===== src/rtl/ones_count_accumulator_pkg.sv =====
// Shared types and helpers for the frame-level ones-count accumulator.
package ones_count_pkg;

    typedef enum logic [1:0] {
        IDLE  = 2'd0,
        ACCUM = 2'd1,
        DONE  = 2'd2
    } state_t;

    localparam int DEFAULT_FRAME_LEN = 8;

    // Bits needed to hold a frame total of up to 3*n.
    function automatic int cnt_width(input int n);
        return $clog2(3 * n + 1);
    endfunction

endpackage


===== src/rtl/ones_count_accumulator_group_counter.sv =====
// Modulo-FRAME_LEN group counter; last flags the enable cycle that accepts the final group.
module group_counter #(
    parameter int FRAME_LEN = 8
) (
    input  logic clk,
    input  logic rst,
    input  logic clr,
    input  logic en,
    output logic last
);

    localparam int GW = (FRAME_LEN > 1) ? $clog2(FRAME_LEN) : 1;
    localparam logic [GW-1:0] TERM = GW'(FRAME_LEN - 1);

    logic [GW-1:0] cnt_r;

    assign last = en && (cnt_r == TERM);

    // Group index: cleared on frame start, wraps after the final group.
    always_ff @(posedge clk) begin
        if (rst) begin
            cnt_r <= {GW{1'b0}};
        end else if (clr) begin
            cnt_r <= {GW{1'b0}};
        end else if (en) begin
            if (cnt_r == TERM) begin
                cnt_r <= {GW{1'b0}};
            end else begin
                cnt_r <= cnt_r + {{(GW-1){1'b0}}, 1'b1};
            end
        end else begin
            cnt_r <= cnt_r;
        end
    end

endmodule


===== src/rtl/ones_count_accumulator.sv =====
// Sums FRAME_LEN 2-bit ones counts into a frame total with a one-cycle done pulse.
// Optional majority output enabled by ONES_MAJORITY_FLAG_EN.
module ones_count_accumulator
    import ones_count_pkg::*;
#(
    parameter int FRAME_LEN = DEFAULT_FRAME_LEN,
    localparam int CNT_W = cnt_width(FRAME_LEN)
) (
    input  logic             clk,
    input  logic             rst,
    input  logic             start,
    input  logic             in_valid,
    input  logic             y1,
    input  logic             y0,
    output logic             busy,
    output logic [CNT_W-1:0] count,
    output logic             done
`ifdef ONES_MAJORITY_FLAG_EN
    ,
    output logic             majority
`endif
);

    localparam logic [1:0] ST_IDLE  = 2'(IDLE);
    localparam logic [1:0] ST_ACCUM = 2'(ACCUM);
    localparam logic [1:0] ST_DONE  = 2'(DONE);

    logic [1:0]       state_r;
    logic [1:0]       state_nxt_s;
    logic [CNT_W-1:0] acc_r;
    logic [CNT_W-1:0] count_r;
    logic [CNT_W-1:0] grp_s;
    logic [CNT_W-1:0] sum_s;
    logic             done_r;
    logic             busy_r;
    logic             clr_s;
    logic             en_s;
    logic             last_s;

    assign grp_s = CNT_W'({y1, y0});
    assign sum_s = acc_r + grp_s;
    assign en_s  = (state_r == ST_ACCUM) && in_valid;
    // DONE accepts start exactly like IDLE so frames can run back to back.
    assign clr_s = ((state_r == ST_IDLE) || (state_r == ST_DONE)) && start;

    group_counter #(
        .FRAME_LEN(FRAME_LEN)
    ) u_group_counter (
        .clk (clk),
        .rst (rst),
        .clr (clr_s),
        .en  (en_s),
        .last(last_s)
    );

    // Next-state decode for the frame FSM.
    always_comb begin
        state_nxt_s = state_r;
        case (state_r)
            ST_IDLE:  state_nxt_s = start ? ST_ACCUM : ST_IDLE;
            ST_ACCUM: state_nxt_s = last_s ? ST_DONE : ST_ACCUM;
            ST_DONE:  state_nxt_s = start ? ST_ACCUM : ST_IDLE;
            default:  state_nxt_s = ST_IDLE;
        endcase
    end

    // FSM state and registered busy/done flags derived from the next state.
    always_ff @(posedge clk) begin
        if (rst) begin
            state_r <= ST_IDLE;
            busy_r  <= 1'b0;
            done_r  <= 1'b0;
        end else begin
            state_r <= state_nxt_s;
            busy_r  <= (state_nxt_s == ST_ACCUM);
            done_r  <= (state_nxt_s == ST_DONE);
        end
    end

    // Running accumulator and the frame total, loaded only on the final group.
    always_ff @(posedge clk) begin
        if (rst) begin
            acc_r   <= {CNT_W{1'b0}};
            count_r <= {CNT_W{1'b0}};
        end else if (clr_s) begin
            acc_r   <= {CNT_W{1'b0}};
            count_r <= count_r;
        end else if (en_s) begin
            acc_r   <= sum_s;
            count_r <= last_s ? sum_s : count_r;
        end else begin
            acc_r   <= acc_r;
            count_r <= count_r;
        end
    end

`ifdef ONES_MAJORITY_FLAG_EN
    localparam logic [CNT_W-1:0] MAJ_THR = CNT_W'((3 * FRAME_LEN) / 2);

    logic majority_r;

    // Majority flag loaded alongside count.
    always_ff @(posedge clk) begin
        if (rst) begin
            majority_r <= 1'b0;
        end else if (en_s && last_s) begin
            majority_r <= (sum_s > MAJ_THR);
        end else begin
            majority_r <= majority_r;
        end
    end

    assign majority = majority_r;
`endif

    assign busy  = busy_r;
    assign done  = done_r;
    assign count = count_r;

endmodule


===== config.mk =====
export PLATFORM = sky130hd
export DESIGN_NAME = ones_count_accumulator
export DESIGN_NICKNAME = d
export VERILOG_FILES = /design/src/rtl/ones_count_accumulator_pkg.sv /design/src/rtl/ones_count_accumulator_group_counter.sv /design/src/rtl/ones_count_accumulator.sv
export SDC_FILE = /design/constraint.sdc
export NUM_CORES = 1
export LEC_CHECK = 0
export CAP_MARGIN = 5
export CORE_ASPECT_RATIO = 1.2
export CORE_MARGIN = 8
export CORE_UTILIZATION = 40
export DETAILED_ROUTE_END_ITERATION = 8
export GPL_TIMING_DRIVEN = 1
export MAX_ROUTING_LAYER = met4
export PLACE_DENSITY = 0.59
export SYNTH_ARGS = -nofsm -noshare
export SYNTH_HDL_FRONTEND = slang
export SYNTH_HIERARCHICAL = 1
export SYNTH_SLANG_ARGS = --single-unit

===== constraint.sdc =====
create_clock -name clk -period 5.1 [get_ports clk]
set_clock_uncertainty 0.1 [all_clocks]
set_input_delay 0.51 -clock clk [delete_from_list [all_inputs] [get_ports clk]]
set_output_delay 0.51 -clock clk [all_outputs]
set_load 0.02 [all_outputs]

==> results.txt <==
The standard cell core area is 1830 sq um. For this run, the number of standard cells in the final layout without fillers is 106. Setup repair after global routing left no endpoint under its margin. At the pin with the least slew margin, the transition time is 0.481 ns. The placed instances occupy a cell area of 897 sq um.

In this run the remaining antenna-violating nets after routing total 0. The area of the multi-input gates came out at 402 sq um. The number of instances in the placed design is 102. The number of antenna diodes in the final layout is 0. The leakage power came out at 0.357 nW.

The routed metal-1 wire length came out at 622 um. The highest achievable clock rate came out at 0.464 GHz. The worst register-to-register path has a depth of 6. The area enclosed by the die boundary came out at 3560 sq um. The TritonCTS buffer count came out at 3. The count of buffers from port buffering came out at 12. The routed via count divided by cell count is 5.14. The weighted congestion reported at the end of routability-driven placement came out at 0.680. Counting flops and latches in the post-synthesis netlist gives 17. The sequential cell area came out at 340 sq um.

The number of setup violations in the final report is 0. The finished cells cover 923 sq um. The number of buffers between clock root and the deepest sink came out at 2. The start-to-end type of the worst setup path is input pin to register. The share of power burned in registers is 60.2%.

In this run the number of H-tree levels came out at 1. Row generation in the floorplan step produced 17 rows. The sequential fraction of the synthesis area is 44.7%. The routed design has 1.40 mm of wire.

The headroom to the max-slew limit is 67.9%. The power density of the placed cells came out at 246 nW/um^2. For this configuration, the core starts out at a cell density of 41.7%. The detailed router used layers up to and including met4.

The most critical setup path has its startpoint at in_valid. dfxtp_1 takes more of the synthesized area than any other cell. After synthesis, the mean cell area works out to 10.4 sq um. The vertical die dimension came out at 63.8 um. The count of boundary I/O pins is 13.

The number of DRC markers after the initial detailed-route iteration is 16. The horizontal die dimension came out at 55.8 um. In the routed design, unresolved DRC markers number 0. The number of nets in the synthesized netlist is 84. The cell internal power dissipation came out at 0.175 mW. The end point of the critical path is count[0]. After clock tree synthesis, the repair step resized 0 gates. After detailed routing, the average wire length per cell comes to 13.2 um.

The total number of yosys warnings is 6. The worst reg2reg path endpoint is count[0]. The total net switching power came out at 0.0520 mW. The length of routed met2 wiring is 706 um. The minimum period implied by the final worst setup slack came out at 2.16 ns. Of all nets on the critical path, the largest fanout is 8. The number of antenna violations at the first check in global routing came out at 0. The number of detailed-routing iterations run before antenna repair came out at 4.

STA puts the critical path data required time at 5.16 ns. The post-synth design cell area is 762 sq um. The worst setup path is captured at a register. The area share of the largest cell type after synthesis came out at 44.7%. The number of sinks handled by clock tree synthesis is 17. The number of global-route vias before repair came out at 605. The part of the power in combinational logic came out at 8.9%. The aggregate global-route resource usage is 8.89%. The detailed route wirelength on metal3 came out at 54 um. The count of final hold-check violations came to 0. Sorting the synthesized cells by area gives the leading types as dfxtp_1 (45%), mux2i_1 (7.9%), ha_1 (6.6%). In this run the clock root is driven by a clkbuf_4. The clock network fraction of total power came out at 30.9%. The final setup TNS is 0 ns. The clock transition time at the flip-flop clock pins of the worst setup and hold paths came out at 0.09 ns.

The hold-fix buffer count after cts is 0. In the layout the commonest cells are dfxtp_1 (17), clkdlybuf4s50_1 (12), nor2_1 (8), mux2i_1 (6), a21oi_1 (5). The count of distinct cell types in the synthesized netlist came out at 27. The layout overhead on the synthesized area came out at 21.2%. The startpoint identified for the worst register-to-register timing path is state_r[0]. Net switching is 22.9% of the power.

Once detailed placement completed, the half-perimeter wirelength came to 1.08 mm. The reg2reg setup slack is 3.23 ns. The worst path uses 42.3% of the clock period. The first-pass GRT wire length is 2.59 mm. The layout cell share with drive strength beyond 1 came out at 5.75%.

The endpoint arrival time on the critical path is 2.22 ns. The number of slew-limit violations in the final report is 0. The overall overflow remaining after global route is 0. The total number of vias is 545. Entering global routing, the biggest net connects 14 pins. The worst hold slack after final layout came out at 0.404 ns. The worst-case IR drop observed on VDD is 132 uV. The min-delay analysis places its worst path in the category register to register. The run finished with clean final reports.

TritonCTS built the clock tree. Leaving out fill and tap cells, the most frequent cell in the layout is dfxtp_1. The gate count after technology mapping came out at 73. The number of nets in the final layout is 99. The post-CTS setup buffer count is 0. The later-pin clock latency in the skew report came out at 0.28 ns.

After filler insertion, the fill cell instance count of the layout stands at 180. The total of max-cap violations came out at 0. The worst setup path is launched from an input pin.
-- stage by stage --
stage | utilization, % | worst slack (ns) | power, mW
detailed placement | 49.0 | 2.63 | 0.160
floorplan | - | 3.40 | 0.151
finish | 50.5 | 2.94 | 0.227
CTS | 50.5 | 2.94 | 0.232
global route | 50.5 | 2.78 | 0.240
global placement | 49.0 | 2.66 | 0.160
-- cell usage after synthesis, drive strengths merged --
master and count:
a211oi 3, a21oi 5, a311oi 1, and2 1, and4b 1, buf 1, clkbuf 1, dfxtp 17
fa 1, ha 4, inv 3, mux2i 6, nand2b 3, nand3 1, nand3b 1, nand4b 1
nor2 8, nor3 2, nor4bb 2, o21ai 2, o31ai 1, or3 2, or3b 2, or4 1
xnor2 2, xor2 1
-- kinds of logic (layout without fill, tap and decap cells) --
family / after synthesis / after routing / share of synthesized area, %
AOI/OAI and AO/OA: 12 / 12 / 10.3
xor gates and xnor gates: 3 / 3 / 3.45
adders and majority gates: 5 / 5 / 9.20
buffers and inverters: 5 / 19 / 2.63
DFF: 17 / 17 / 44.7
muxes: 6 / 6 / 7.88
and+or+nand+nor: 25 / 25 / 21.8
-- routing by layer --
| metal | global-route usage, % | up-vias |
|---|---|---|
| met2 | 14.6 | 6 |
| met5 | - | - |
| met3 | 2.37 | 2 |
| li1 | - | 291 |
| met4 | 4.52 | 0 |
| met1 | 9.67 | 246 |
-- power by group through the flow --
| stage | sequential, mW | combinational, mW | clock, mW |
|---|---|---|---|
| after floorplan | 0.140 | 0.0110 | 0 |
| after global placement | 0.140 | 0.0204 | 0 |
| after detailed placement | 0.140 | 0.0206 | 0 |
| after CTS | 0.137 | 0.0206 | 0.0743 |
| after global routing | 0.137 | 0.0227 | 0.0800 |
| final | 0.137 | 0.0202 | 0.0702 |
-- registers in the layout (all words and copies together), names as in the netlist --
signal                 count
done                       1
u_group_counter/cnt_r      3
busy                       1
count                      5
state_r                    2
acc_r                      5
-- layout make-up --
class / instances / area share [%]
multi-input cells: 51 / 43.5
flip-flops and latches: 17 / 36.9
repair buffers: 12 / 13.0
clock buffers: 4 / 2.85
well taps: 19 / 2.57
inverters: 3 / 1.22
-- worst max-delay path, stage by stage --
cell	delay, ns
clkdlybuf4s50_1	0.54
nand3b_4	0.13
inv_1	0.16
and2_1	0.19
and4b_1	0.40
mux2i_1	0.22
nor2_1	0.05
-- how the worst min path moves through the flow --
stage	start	end	slack, ns	cells after the start
after floorplan	state_r[1]	done	0.37	1
after global placement	acc_r[4]	acc_r[4]	0.38	2
after detailed placement	count[1]	count[1]	0.39	2
after CTS	acc_r[3]	acc_r[3]	0.41	2
after global routing	count[3]	count[3]	0.45	2
final	count[3]	count[3]	0.40	2
No activity file was read; power rests on OpenSTA's default activity.
